--- src/rtl/entropy_pkg.sv ---
// Shared types and constants for the entropy-calc packet buffer port logic.
// Holds the arbiter state encoding, requester ids and the read-return tag format.
package entropy_pkg;

    localparam logic [1:0] ST_IDLE = 2'd0;
    localparam logic [1:0] ST_OWN0 = 2'd1;
    localparam logic [1:0] ST_OWN1 = 2'd2;

    typedef enum logic [1:0] {
        StIdle = ST_IDLE,
        StOwn0 = ST_OWN0,
        StOwn1 = ST_OWN1
    } arb_state_e;

    localparam logic REQ_ID0 = 1'b0;
    localparam logic REQ_ID1 = 1'b1;

    typedef struct packed {
        logic valid;
        logic owner;
    } rd_tag_t;

    function automatic arb_state_e own_state(input logic id);
        return (id == REQ_ID1) ? StOwn1 : StOwn0;
    endfunction

endpackage

--- src/rtl/rd_tag_pipe.sv ---
// Latency-matched shift register of read tags; the last stage lines up with
// the BRAM read data so the owner field can steer each returning word.
module rd_tag_pipe
    import entropy_pkg::*;
#(
    parameter int unsigned DEPTH = 3
) (
    input  logic    i_clk,
    input  logic    i_rst,
    input  rd_tag_t i_tag,
    output rd_tag_t o_tag,
    output logic    o_any_valid
);

    rd_tag_t [DEPTH-1:0] stage_q;

    always_ff @(posedge i_clk) begin
        if (i_rst) begin
            stage_q <= '0;
        end else begin
            stage_q[0] <= i_tag;
            for (int unsigned i = 1; i < DEPTH; i++) begin
                stage_q[i] <= stage_q[i-1];
            end
        end
    end

    always_comb begin
        o_any_valid = 1'b0;
        for (int unsigned i = 0; i < DEPTH; i++) begin
            o_any_valid = o_any_valid | stage_q[i].valid;
        end
    end

    assign o_tag = stage_q[DEPTH-1];

endmodule

--- src/rtl/bram_port_arbiter.sv ---
// Two-requester round-robin arbiter for BRAM port B with burst locking and a
// fairness cap; registers the winning beat onto the port and routes reads back.
module bram_port_arbiter
    import entropy_pkg::*;
#(
    parameter int unsigned DATA_WIDTH = 64,
    parameter int unsigned ADDR_WIDTH = 16,
    parameter int unsigned RD_LATENCY = 2,
    parameter int unsigned MAX_BURST  = 16
) (
    input  logic                      i_clk,
    input  logic                      i_rst,

    input  logic                      i_req0,
    input  logic                      i_lock0,
    input  logic [ADDR_WIDTH-1:0]     i_addr0,
    input  logic [DATA_WIDTH-1:0]     i_din0,
    input  logic [DATA_WIDTH/8-1:0]   i_we0,
    output logic                      o_gnt0,
    output logic                      o_rvalid0,
    output logic [DATA_WIDTH-1:0]     o_rdata0,

    input  logic                      i_req1,
    input  logic                      i_lock1,
    input  logic [ADDR_WIDTH-1:0]     i_addr1,
    input  logic [DATA_WIDTH-1:0]     i_din1,
    input  logic [DATA_WIDTH/8-1:0]   i_we1,
    output logic                      o_gnt1,
    output logic                      o_rvalid1,
    output logic [DATA_WIDTH-1:0]     o_rdata1,

    output logic [ADDR_WIDTH-1:0]     o_bram_addr,
    output logic [DATA_WIDTH-1:0]     o_bram_din,
    output logic                      o_bram_en,
    output logic [DATA_WIDTH/8-1:0]   o_bram_we,
    input  logic [DATA_WIDTH-1:0]     i_bram_dout,

    output logic                      o_busy
);

    localparam int unsigned CntW = $clog2(MAX_BURST + 1);
    localparam logic [CntW-1:0] CntMax = CntW'(MAX_BURST);

    arb_state_e              state_q, state_d;
    logic                    ptr_q, ptr_d;
    logic [CntW-1:0]         cnt_q, cnt_d, cnt_inc;
    logic                    gnt0_q, gnt1_q;
    logic [ADDR_WIDTH-1:0]   bram_addr_q;
    logic [DATA_WIDTH-1:0]   bram_din_q;
    logic                    bram_en_q;
    logic [DATA_WIDTH/8-1:0] bram_we_q;

    logic                    owned, owner;
    logic                    cur_req, cur_lock, peer_req;
    logic [ADDR_WIDTH-1:0]   cur_addr;
    logic [DATA_WIDTH-1:0]   cur_din;
    logic [DATA_WIDTH/8-1:0] cur_we;
    logic                    beat, cap_hit;

    rd_tag_t                 tag_in, tag_out;
    logic                    tags_busy;

    // View of whichever requester currently owns the port.
    always_comb begin
        owned    = (state_q != StIdle);
        owner    = (state_q == StOwn1) ? REQ_ID1 : REQ_ID0;
        cur_req  = (owner == REQ_ID1) ? i_req1  : i_req0;
        cur_lock = (owner == REQ_ID1) ? i_lock1 : i_lock0;
        peer_req = (owner == REQ_ID1) ? i_req0  : i_req1;
        cur_addr = (owner == REQ_ID1) ? i_addr1 : i_addr0;
        cur_din  = (owner == REQ_ID1) ? i_din1  : i_din0;
        cur_we   = (owner == REQ_ID1) ? i_we1   : i_we0;
        beat     = owned && cur_req;
    end

    // Beat counter saturates so a locked burst can run past the cap.
    always_comb begin
        cnt_inc = cnt_q;
        if (beat && (cnt_q != CntMax)) begin
            cnt_inc = cnt_q + 1'b1;
        end
        cap_hit = (cnt_inc == CntMax);
    end

    always_comb begin
        state_d = state_q;
        ptr_d   = ptr_q;
        unique case (state_q)
            StIdle: begin
                if (i_req0 && i_req1) begin
                    state_d = own_state(ptr_q);
                end else if (i_req0) begin
                    state_d = StOwn0;
                end else if (i_req1) begin
                    state_d = StOwn1;
                end
            end
            StOwn0, StOwn1: begin
                if (!cur_lock && (!cur_req || (cap_hit && peer_req))) begin
                    ptr_d   = ~owner;
                    state_d = peer_req ? own_state(~owner) : StIdle;
                end
            end
            default: state_d = StIdle;
        endcase
        cnt_d = (state_d != state_q) ? '0 : cnt_inc;
    end

    always_ff @(posedge i_clk) begin
        if (i_rst) begin
            state_q     <= StIdle;
            ptr_q       <= REQ_ID0;
            cnt_q       <= '0;
            gnt0_q      <= 1'b0;
            gnt1_q      <= 1'b0;
            bram_addr_q <= '0;
            bram_din_q  <= '0;
            bram_en_q   <= 1'b0;
            bram_we_q   <= '0;
        end else begin
            state_q   <= state_d;
            ptr_q     <= ptr_d;
            cnt_q     <= cnt_d;
            gnt0_q    <= (state_d == StOwn0);
            gnt1_q    <= (state_d == StOwn1);
            bram_en_q <= beat;
            bram_we_q <= beat ? cur_we : '0;
            if (beat) begin
                bram_addr_q <= cur_addr;
                bram_din_q  <= cur_din;
            end
        end
    end

    always_comb begin
        tag_in.valid = beat && (cur_we == '0);
        tag_in.owner = owner;
    end

    // One extra stage covers the output register in front of the BRAM.
    rd_tag_pipe #(
        .DEPTH (RD_LATENCY + 1)
    ) u_rd_tag_pipe (
        .i_clk       (i_clk),
        .i_rst       (i_rst),
        .i_tag       (tag_in),
        .o_tag       (tag_out),
        .o_any_valid (tags_busy)
    );

    assign o_gnt0      = gnt0_q;
    assign o_gnt1      = gnt1_q;
    assign o_rvalid0   = tag_out.valid && (tag_out.owner == REQ_ID0);
    assign o_rvalid1   = tag_out.valid && (tag_out.owner == REQ_ID1);
    assign o_rdata0    = i_bram_dout;
    assign o_rdata1    = i_bram_dout;
    assign o_bram_addr = bram_addr_q;
    assign o_bram_din  = bram_din_q;
    assign o_bram_en   = bram_en_q;
    assign o_bram_we   = bram_we_q;
    assign o_busy      = (state_q != StIdle) || tags_busy;

endmodule

--- config.mk ---
export PLATFORM = sky130hd
export DESIGN_NAME = bram_port_arbiter
export DESIGN_NICKNAME = d
export VERILOG_FILES = /design/src/rtl/entropy_pkg.sv /design/src/rtl/rd_tag_pipe.sv /design/src/rtl/bram_port_arbiter.sv
export SDC_FILE = /design/constraint.sdc
export NUM_CORES = 1
export LEC_CHECK = 0
export ABC_AREA = 1
export CAP_MARGIN = 20
export CELL_PAD_IN_SITES_DETAIL_PLACEMENT = 1
export CELL_PAD_IN_SITES_GLOBAL_PLACEMENT = 2
export CORE_MARGIN = 5
export CORE_UTILIZATION = 15
export DETAILED_ROUTE_END_ITERATION = 8
export GPL_ROUTABILITY_DRIVEN = 0
export PLACE_DENSITY_LB_ADDON = 0.12
export SYNTH_ARGS = -nofsm -noshare
export SYNTH_HDL_FRONTEND = slang
export SYNTH_SLANG_ARGS = --single-unit
--- constraint.sdc ---
create_clock -name i_clk -period 2.5 [get_ports i_clk]
set_input_delay 0.375 -clock i_clk [delete_from_list [all_inputs] [get_ports i_clk]]
set_output_delay 0.375 -clock i_clk [all_outputs]
set_load 0.01 [all_outputs]
Yosys cells after proc, flatten, opt, wreduce, memory -nomap -nowiden. Index checks and enable logic that the tools add are counted.

Add/subtract/negate cells: 1. Equal/unequal tests: 7. Multiplexer cells: 16. Bitwise gates (word level): 5. Reduce and logical (&&, ||, !) cells: 19.

Operator list (number): 2-to-1 mux 64 bit (1); 2-to-1 mux 16 bit (1); 2-to-1 mux 2 bit (7); logical AND 1 bit (8); logical NOT 8 bit (1); 2-to-1 mux 8 bit (1); OR reduction 2 bit (3); adder 5 x 1 -> 5 bit, second input constant (1); == test 5 bit, second input constant (1); 2-to-1 mux 5 bit (1); != test 5 bit, second input constant (1); == test 2 x 1 -> 1 bit, second input constant (2); == test 2 bit, second input constant (2); 2-to-1 mux 1 bit (4); one-hot mux 2 bit (2 select lines) (1); inverter 1 bit (3); logical NOT 1 bit (2); logical NOT 2 bit (1); logical OR 1 bit (2); != test 2 bit (1); bitwise OR 1 bit (2); AND reduction 2 bit (1); nonzero test 2 bit (1).

Register bits: 105. Bits of input ports: 246. Output and inout port bits: 222. Logic and storage cells: 63.

Longest topological paths before layout. Gate-level depths: netlist (run 1).

Word-level depth: 14. Gate-level depth with buffers: 20. Depth with buffers taken out: 20.

Hierarchy. A second synthesis (run 1) with hierarchy kept.

Cell total of the unflattened synthesis: 741. Area, all modules: 5569.1 um^2.

By module, submodules not included: bram_port_arbiter (instances 1, cells each 719, area an instance 5381.4 um^2, sequential area each 1981.9 um^2); rd_tag_pipe (instances 1, cells each 22, area an instance 187.7 um^2, sequential area each 120.1 um^2).

Worst setup path before layout (run 1). Ideal clock, no wire load.

Kind: register -> register. Start point: register state_q[0]. End point: register cnt_q[2]. Library setup time: 0.073 ns. Arrival time: 2.021 ns. Required time: 2.427 ns. Path slack: 0.406 ns. Stages on the path, launching flop included: 21. Path buffers: 1. Clock period less this slack: 2.094 ns. Cells stage by stage: dfxtp_1 > inv_1 > ha_1 > buf_6 > nand2_1 > nand2_2 > nand3_2 > nand2_1 > nand2_1 > nand2_1 > nor2_1 > nand2_1 > nand2_2 > nand2_2 > nand2_1 > nand3_1 > nand2_2 > nand2_1 > nand2_2 > nand3_4 > nor3_2.

Word-level cells in the longest chain between the ends: 14. Elaborated cells on any way between the ends: 27. Those cells by class: 4 x eq/ne; 12 x mux; 11 x reduce/logical.

Ends and longest elaborated chain: start: declaration (RTL line bram_port_arbiter.sv:44) `arb_state_e state_q, state_d;`; start signal: assignment (RTL line bram_port_arbiter.sv:111) `state_q <= StIdle;`; start signal: assignment (RTL line bram_port_arbiter.sv:121) `state_q <= state_d;`; == test 2 bit * (RTL line bram_port_arbiter.sv:66) `owner = (state_q == StOwn1) ? REQ_ID1 : REQ_ID0;`; 2-to-1 mux 1 bit * (RTL line bram_port_arbiter.sv:66); via owner (RTL line bram_port_arbiter.sv:53) `logic owned, owner;`; 2-to-1 mux 1 bit (RTL line bram_port_arbiter.sv:67) `cur_req = (owner == REQ_ID1) ? i_req1 : i_req0;`; logical AND 1 bit (RTL line bram_port_arbiter.sv:73) `beat = owned && cur_req;`; logical AND 1 bit (RTL line bram_port_arbiter.sv:79) `if (beat && (cnt_q != CntMax)) begin`; 2-to-1 mux 5 bit (RTL line bram_port_arbiter.sv:79); == test 5 bit (RTL line bram_port_arbiter.sv:82) `cap_hit = (cnt_inc == CntMax);`; logical AND 1 bit (RTL line bram_port_arbiter.sv:99) `if (!cur_lock && (!cur_req || (cap_hit && peer_req))) begin`; logical OR 1 bit (RTL line bram_port_arbiter.sv:99); logical AND 1 bit (RTL line bram_port_arbiter.sv:99); 2-to-1 mux 2 bit (RTL line bram_port_arbiter.sv:99); one-hot mux 2 bit (2 select lines) (RTL line bram_port_arbiter.sv:88) `unique case (state_q)`; != test 2 bit (RTL line bram_port_arbiter.sv:106) `cnt_d = (state_d != state_q) ? '0 : cnt_inc;`; OR reduction 2 bit (no source line); end signal: assignment (RTL line bram_port_arbiter.sv:123) `cnt_q <= cnt_d;`; end: declaration (RTL line bram_port_arbiter.sv:46) `logic [CntW-1:0] cnt_q, cnt_d, cnt_inc;`.

The timed path passes the listed nets; every way through them passes the cells marked *. A chain may end at the register's enable or synchronous reset.

Worst setup path in the final report (run 1).
Start point: register state_q[0]. End point: register cnt_q[1].

Same word-level chain as after synthesis.

==> summary.md, run 1 <==
| Metric | Value |
|---|---|
| DRC errors left | 0 |
| Row cnt | 70 |
| Setup WS post-layout | 0.2171 ns |
| Worst Hold Class | flip-flop to flip-flop |
| Slew Limit Fails | 0 |
| Fin crit period | 2.283 ns |
| Crit path max-delay cell type | dfxtp_2 |
| Post-synth net total | 986 |
| Post-Place Worst Slack | -0.01566 ns |
| Design area | 8397 um2 |
| Core ar. | 36,520 um2 |
| Final setup viols | 0 |
| Overflow after GRT | 0 |
| Clk Latency, worst-skew pair | 0.38 ns |
| Outcome | complete, no violations |
| DR top layer | met4 |
| Yosys warns | 0 |
| WL per Instance | 18.03 um |
| Nets | 1,129 |
| First DRT Iteration DRCs | 142 |
| CTS Buffer Depth | 2 |
| Clock Root Buffer | clkbuf_16 |
| Crit path DAT | 2.59 ns |
| Post-DP HPWL | 17,930 um |
| Via Count | 5,273 |
| CP Data Required Time | 2.81 ns |
| Worst slew pin tran | 0.5992 ns |
| CTS Sinks | 105 |
| Largest cells by area after synthesis | dfxtp_1 38%, buf_4 17%, nand2_1 13% |
| Async set-reset flop share out of synthesis | 0 |
| Total track usage | 0.1162 |
| Peak supply drop | 0.3093 mV |
| Synthesized area | 5534 um2 |
| Mean post-synth cell area | 7.529 um2 |
| Cells on worst reg2reg path | 20 |
| Worst setup EP type | flip-flop |
| H-tree level count | 3 |
| CTS buffer count | 9 |
| Layout cells sized above 1 | 0.09060 |
| Clock Skew | 0.009558 ns |
| Psw | 2199 uW |
| CP peak stage delay | 0.34 ns |
| R2R setup slack | 0.22 ns |
| DP Area | 8019 um2 |
| Seq/Total Area, Yosys | 0.3798 |
| Switching share of power | 0.3405 |
| Int Power | 4259 uW |
| Largest net degree at the start of global routing | 83 |
| Max_cap viols | 0 |
| DRT Pass-1 Iters | 4 |
| Input/output buffers | 275 |
| DR WL met3 | 1688 um |
| I/O pins | 468 |
| Antenna Nets Post-Route | 0 |
| RSZ-0062 raised after global routing | false |
| Number of fill cells | 4,320 |
| Combinational cell fraction of total power | 0.390 |
| Starting Density | 0.1515 |
| Fmax | 438.0 MHz |
| TNS Setup | 0 ns |
| First-pass GRT wire length | 35,840 um |
| Ys flop type | dfxtp_1 |
| Vias per cell | 3.903 |
| Setup crit start kind | flip-flop |
| Final wirelength | 24,360 um |
| Buffers and inverters on the worst path | 2 |
| Post-synth EDFFs | 0 |
| Clk pwr share | 0.275 |
| Mapped Cells | 735 |
| Commonest non-fill, non-tap cells in the layout | 275 x clkdlybuf4s50_1, 186 x nand2_1, 103 x dfxtp_1 |
| Crit-path cells | inv_2, ha_4, clkinv_2, nand2_2, nand3_4, nor2_8, nand2_2, nand2_2, nand2_1, nor2_1, nand2_1, nand2_2, nand2_2, nand2_1, nand3_1, nand2_2, nand2_1, nand2_2, nand3_4, nor3_2 |
| Vias in the first global route | 5,510 |
| LEAKAGE | 0.003152 uW |
| Die area | 40,830 um2 |
| Crit Path Max Fanout | 6 |
| Initial antenna violation count | 0 |
| Post-synthesis cell type count | 28 |
| Family with the most delay on the worst path | simple AND/OR/NAND/NOR gates |
| Reg power frac | 0.335 |
| CTS tree | done |
| Die width | 202.1 um |
| Number of synthesized register bits | 105 |
| Crit path kind | flip-flop to flip-flop |
| Most used cell, CP | nand2_2 |
| Commonest non-fill, non-tap cell in the layout | clkdlybuf4s50_1 |
| Yosys top cell by area | dfxtp_1 |
| DRT met1 WL | 9652 um |
| Min-Delay Path Depth | 2 |
| Final Cycle Share | 0.9132 |
| DR WL met2 | 12,190 um |
| Final hold vios | 0 |
| Clk slew on worst S/H paths | 0.08 ns |
| Critical path depth in cells | 20 |
| Top cell type's share of synthesized area | 0.3798 |
| Die Span Y | 202.1 um |
| Power Total | 6459 uW |
| Area Overhead vs Synth | 51.73% |
| Pwr/cell area | 769.2 nW/um2 |
| Slew headroom | 0.6005 |
| Ant diodes | 0 |
cells in the mapped netlist, drive strengths merged (8+ instances only):
master,number
buf,130
dfxtp,105
nand2,198
clkbuf,44
mux2i,9
nand3,13
a31oi,80
nor3,8
inv,22
o21ai,84
nor2,25
final cells by class:
class | instances | area (um2) | share of cell area
clock buffer | 10 | 239.0 | 0.02846
multi-input combinational | 432 | 2212 | 0.2634
clock inverter | 6 | 113.9 | 0.01356
sequential | 105 | 2105 | 0.2506
timing repair buffer | 306 | 3048 | 0.3630
inverter | 24 | 93.84 | 0.01118
tap | 468 | 585.6 | 0.06974
metrics by stage:
step           instances  utilization  hold slack (ns)
5_1_grt             1351       0.2299           0.4319
3_5_place_dp        1332       0.2196           0.4014
4_1_cts             1348       0.2292           0.4141
6_report            1351       0.2299           0.4066
2_1_floorplan        735            -           0.3883
3_3_place_gp        1332       0.2196           0.4017
flip-flops by register name, indices dropped and copies added, names as in the netlist:
register,cells
o_gnt1,1
ptr_q,1
state_q,2
o_bram_en,1
o_bram_din,64
o_gnt0,1
u_rd_tag_pipe.o_tag,2
o_bram_addr,16
o_bram_we,8
cnt_q,5
u_rd_tag_pipe.stage_q,4
kinds of logic after synthesis:
family	after synthesis	synth area share
XOR/XNOR	2	0.003166
adder cells (fa/ha/maj)	5	0.01130
AO/OA/AOI/OAI	167	0.1702
flip-flops	105	0.3798
buffers and inverters	198	0.2227
AND/OR/NAND/NOR	249	0.1965
multiplexers	9	0.01628
worst reg2reg max path, stage by stage (launching register included):
cell	delay (ns)
dfxtp_2	0.34
inv_2	0.10
ha_4	0.17
clkinv_2	0.10
nand2_2	0.10
nand3_4	0.10
nor2_8	0.16
nand2_2	0.06
nand2_2	0.06
nand2_1	0.05
nor2_1	0.11
nand2_1	0.08
nand2_2	0.10
nand2_2	0.06
nand2_1	0.05
nand3_1	0.08
nand2_2	0.09
nand2_1	0.08
nand2_2	0.08
nand3_4	0.11
nor3_2	0.13
repair_timing:
action / in CTS / in global routing
buffers inserted: 0 / 3
endpoints found under the setup margin: 0 / 7
resized for setup: 0 / 3
hold buffers: 0 / 0
worst paths after layout:
path,start,endpoint
hold / removal,u_rd_tag_pipe.stage_q[0],u_rd_tag_pipe.stage_q[2]
setup reg to reg,state_q[0],cnt_q[1]
hold reg to reg,u_rd_tag_pipe.stage_q[0],u_rd_tag_pipe.stage_q[2]
setup / recovery,state_q[0],cnt_q[1]
routing by layer:
layer  up-vias  global-route usage
li1       2594                   -
met1      2444              0.1271
met2       186              0.2010
met3        49             0.04043
met4         0             0.05591
met5         -                   0
power by group through the flow:
stage / clock network (uW) / logic [uW] / registers, uW
floorplan: 0 / 1170 / 2330
global placement: 0 / 2610 / 2190
detailed placement: 0 / 2590 / 2200
CTS: 1890 / 2600 / 2170
global route: 1940 / 2770 / 2200
finish: 1780 / 2520 / 2160
(Power assumes the default switching activity.)
==> run 2: changes to the inputs <==
CORE_MARGIN = not set   (was 5)
==> run 2 against run 1 <==
Compared with the run above: global-route usage increased by 0.27 points; total power fell by 3.0%; count of clock-buffer cells in the layout is 2 higher; largest cell class unchanged; clock skew increased by 0.00084 ns; setup slack better by 0.061 ns; highest routed layer unchanged.
==> summary.md, run 2 (synthesis results as in run 1) <==
| Metric | Value |
|---|---|
| Outcome | complete, no violations (unchanged) |
| Peak supply drop | 0.3032 mV (was 0.3093 mV) |
| Total track usage | 0.1189 (was 0.1162) |
| CTS buffer count | 9 (unchanged) |
| Crit path max-delay cell type | dfxtp_2 (unchanged) |
| DP Area | 7953 um2 (was 8019 um2) |
| Crit path kind | flip-flop to flip-flop (unchanged) |
| CP startpoint | state_q[0] (unchanged) |
| Final hold slack | 0.4098 ns (was 0.4066 ns) |
| Slew headroom | 0.5603 (was 0.6005) |
| Placed Cells | 1,319 (was 1,332) |
| Vias per cell | 3.855 (was 3.903) |
| Clock Root Buffer | clkbuf_16 (unchanged) |
| LEAKAGE | 0.003106 uW (was 0.003152 uW) |
| Final hold vios | 0 (unchanged) |
| Die Span Y | 194.1 um (was 202.1 um) |
| Worst Hold Class | flip-flop to flip-flop (unchanged) |
| Combinational cell fraction of total power | 0.397 (was 0.390) |
| Post-DP HPWL | 16,520 um (was 17,930 um) |
| Final Cycle Share | 0.8887 (was 0.9132) |
| Overflow after GRT | 0 (unchanged) |
| DRC errors left | 0 (unchanged) |
| Number of flip-flops in the largest register | 64 (unchanged) |
| Clock Skew | 0.01040 ns (was 0.009558 ns) |
| Final setup viols | 0 (unchanged) |
| Vias in the first global route | 5,449 (was 5,510) |
| Die area | 37,670 um2 (was 40,830 um2) |
| H-tree level count | 3 (unchanged) |
| Commonest non-fill, non-tap cells in the layout | 275 x clkdlybuf4s50_1, 186 x nand2_1, 103 x dfxtp_1 (unchanged) |
| Clk pwr share | 0.258 (was 0.275) |
| R2R setup slack | 0.28 ns (was 0.22 ns) |
| Core ar. | 35,910 um2 (was 36,520 um2) |
| Final cell count without fillers | 1,339 (was 1,351) |
| Slew Limit Fails | 0 (unchanged) |
| CP peak stage delay | 0.34 ns (about the same) |
| Switching share of power | 0.3407 (was 0.3405) |
| Psw | 2135 uW (was 2199 uW) |
| Reg area | 2105 um2 (unchanged) |
| Clk slew on worst S/H paths | 0.07 ns (was 0.08 ns) |
| Fmax | 450.1 MHz (was 438.0 MHz) |
| DRT Pass-1 Iters | 4 (unchanged) |
| Clk Latency, worst-skew pair | 0.37 ns (was 0.38 ns) |
| Commonest non-fill, non-tap cell in the layout | clkdlybuf4s50_1 (unchanged) |
| RSZ-0062 raised after global routing | false (unchanged) |
| CTS tree | done (unchanged) |
| Initial antenna violation count | 1 (was 0) |
| First DRT Iteration DRCs | 130 (was 142) |
| Crit-path cells | inv_2, ha_4, inv_4, nand2_2, nand3_4, nor2_8, nand2_2, nand2_2, nand2_1, nor2_1, nand2_1, nand2_2, nand2_2, nand2_1, nand3_1, nand2_2, nand2_1, nand2_2, nand3_4, nor3_2 (was inv_2, ha_4, clkinv_2, nand2_2, nand3_4, nor2_8, nand2_2, nand2_2, nand2_1, nor2_1, nand2_1, nand2_2, nand2_2, nand2_1, nand3_1, nand2_2, nand2_1, nand2_2, nand3_4, nor3_2) |
| Pwr/cell area | 754.6 nW/um2 (was 769.2 nW/um2) |
| Crit path capture | cnt_q[1] (unchanged) |
| RR Endpoint | cnt_q[1] (unchanged) |
| Final core utilization | 0.2312 (was 0.2299) |
| Fin crit period | 2.222 ns (was 2.283 ns) |
| CTS Sinks | 105 (unchanged) |
| Design area | 8303 um2 (was 8397 um2) |
| Die width | 194.1 um (was 202.1 um) |
| Largest net degree at the start of global routing | 60 (was 83) |
| Area Overhead vs Synth | 50.03% (was 51.73%) |
| Most used cell, CP | nand2_2 (unchanged) |
| Setup crit start kind | flip-flop (unchanged) |
| Crit path DAT | 2.51 ns (was 2.59 ns) |
| Worst setup EP type | flip-flop (unchanged) |
| Layout cells sized above 1 | 0.08324 (was 0.09060) |
| Int Power | 4131 uW (was 4259 uW) |
| Antenna Nets Post-Route | 0 (unchanged) |
| Reg2Reg Launch Point | state_q[0] (unchanged) |
| Final wirelength | 22,640 um (was 24,360 um) |
| Max_cap viols | 0 (unchanged) |
| Nets | 1,124 (was 1,129) |
| Multi-input gate area | 2215 um2 (was 2212 um2) |
| Number of fill cells | 4,288 (was 4,320) |
| Starting Density | 0.1541 (was 0.1515) |
| Via Count | 5,162 (was 5,273) |
| CP Data Required Time | 2.79 ns (was 2.81 ns) |
| TNS Setup | 0 ns (unchanged) |
| Cells on worst reg2reg path | 20 (unchanged) |
| CTS Buffer Depth | 2 (unchanged) |
| Min-Delay Path Depth | 2 (unchanged) |
| Row cnt | 69 (was 70) |
| Crit Path Max Fanout | 7 (was 6) |
| First-pass GRT wire length | 33,940 um (was 35,840 um) |
| I/O pins | 468 (unchanged) |
| Worst slew pin tran | 0.6595 ns (was 0.5992 ns) |
| WL per Instance | 16.91 um (was 18.03 um) |
| Input/output buffers | 275 (unchanged) |
| Reg power frac | 0.345 (was 0.335) |
==> run 2: changes by cell type in the layout (fill, tap and decap cells not counted) <==
cell	delta
bufinv_16	-1
buf_12	-1
ha_1	-1
clkbuf_1	+2
inv_4	+1
diode_2	+1
ha_2	+1
clkinvlp_4	-2
buf_4	-4
inv_6	-1
==> run 2: power by group through the flow <==
stage                     clock network (uW)  registers (uW)  logic [uW]
after floorplan                            0            2330        1170
after global placement                     0            2190        2560
after detailed placement                   0            2200        2530
after CTS                               1710            2160        2540
after global routing                    1760            2210        2760
final                                   1620            2160        2490
==> run 2: worst min-delay path by stage <==
stage	end	start	slack [ns]
after CTS	u_rd_tag_pipe.stage_q[2]	u_rd_tag_pipe.stage_q[0]	0.42
after global placement	u_rd_tag_pipe.stage_q[2]	u_rd_tag_pipe.stage_q[0]	0.40
after global routing	u_rd_tag_pipe.stage_q[2]	u_rd_tag_pipe.stage_q[0]	0.44
after detailed placement	u_rd_tag_pipe.stage_q[2]	u_rd_tag_pipe.stage_q[0]	0.40
after floorplan	u_rd_tag_pipe.o_tag[0]	u_rd_tag_pipe.stage_q[2]	0.39
final	u_rd_tag_pipe.stage_q[2]	u_rd_tag_pipe.stage_q[0]	0.41
==> run 2: layer usage <==
layer | part of all wire | global-route usage
met4 | 0.022 | 0.04497
met2 | 0.48 | 0.2010
met3 | 0.076 | 0.04383
met1 | 0.42 | 0.1358
met5 | 0 | 0
==> run 2: per-stage QoR <==
step	setup WS [ns]	power, uW
floorplan	0.4057	3495
global placement	-0.01683	4747
detailed placement	-0.005957	4721
CTS	0.05836	6415
global route	0.009557	6726
finish	0.2783	6266
==> run 2: critical path, delay by kind of cell, from the launching register on <==
kind / cells / cell delay [ns]
buffers and inverters: 2 / 0.16
adders and majority gates: 1 / 0.19
and+or+nand+nor: 17 / 1.45
DFF: 1 / 0.34
==> run 2: layout make-up <==
cell class | count | share of cell area
tap | 461 | 0.06947
inverter | 24 | 0.01145
clock buffer | 12 | 0.02969
clock inverter | 3 | 0.007836
multi-input combinational | 432 | 0.2667
sequential | 105 | 0.2535
timing repair buffer | 301 | 0.3611
antenna | 1 | 0.0003014
==> run 2: repair_timing <==
action                     in CTS  in global routing
setup buffers                   0                  4
resized for setup               0                  5
hold buffers                    0                  0
setup endpoints to repair       0                  9
hold endpoints to repair        0                  0
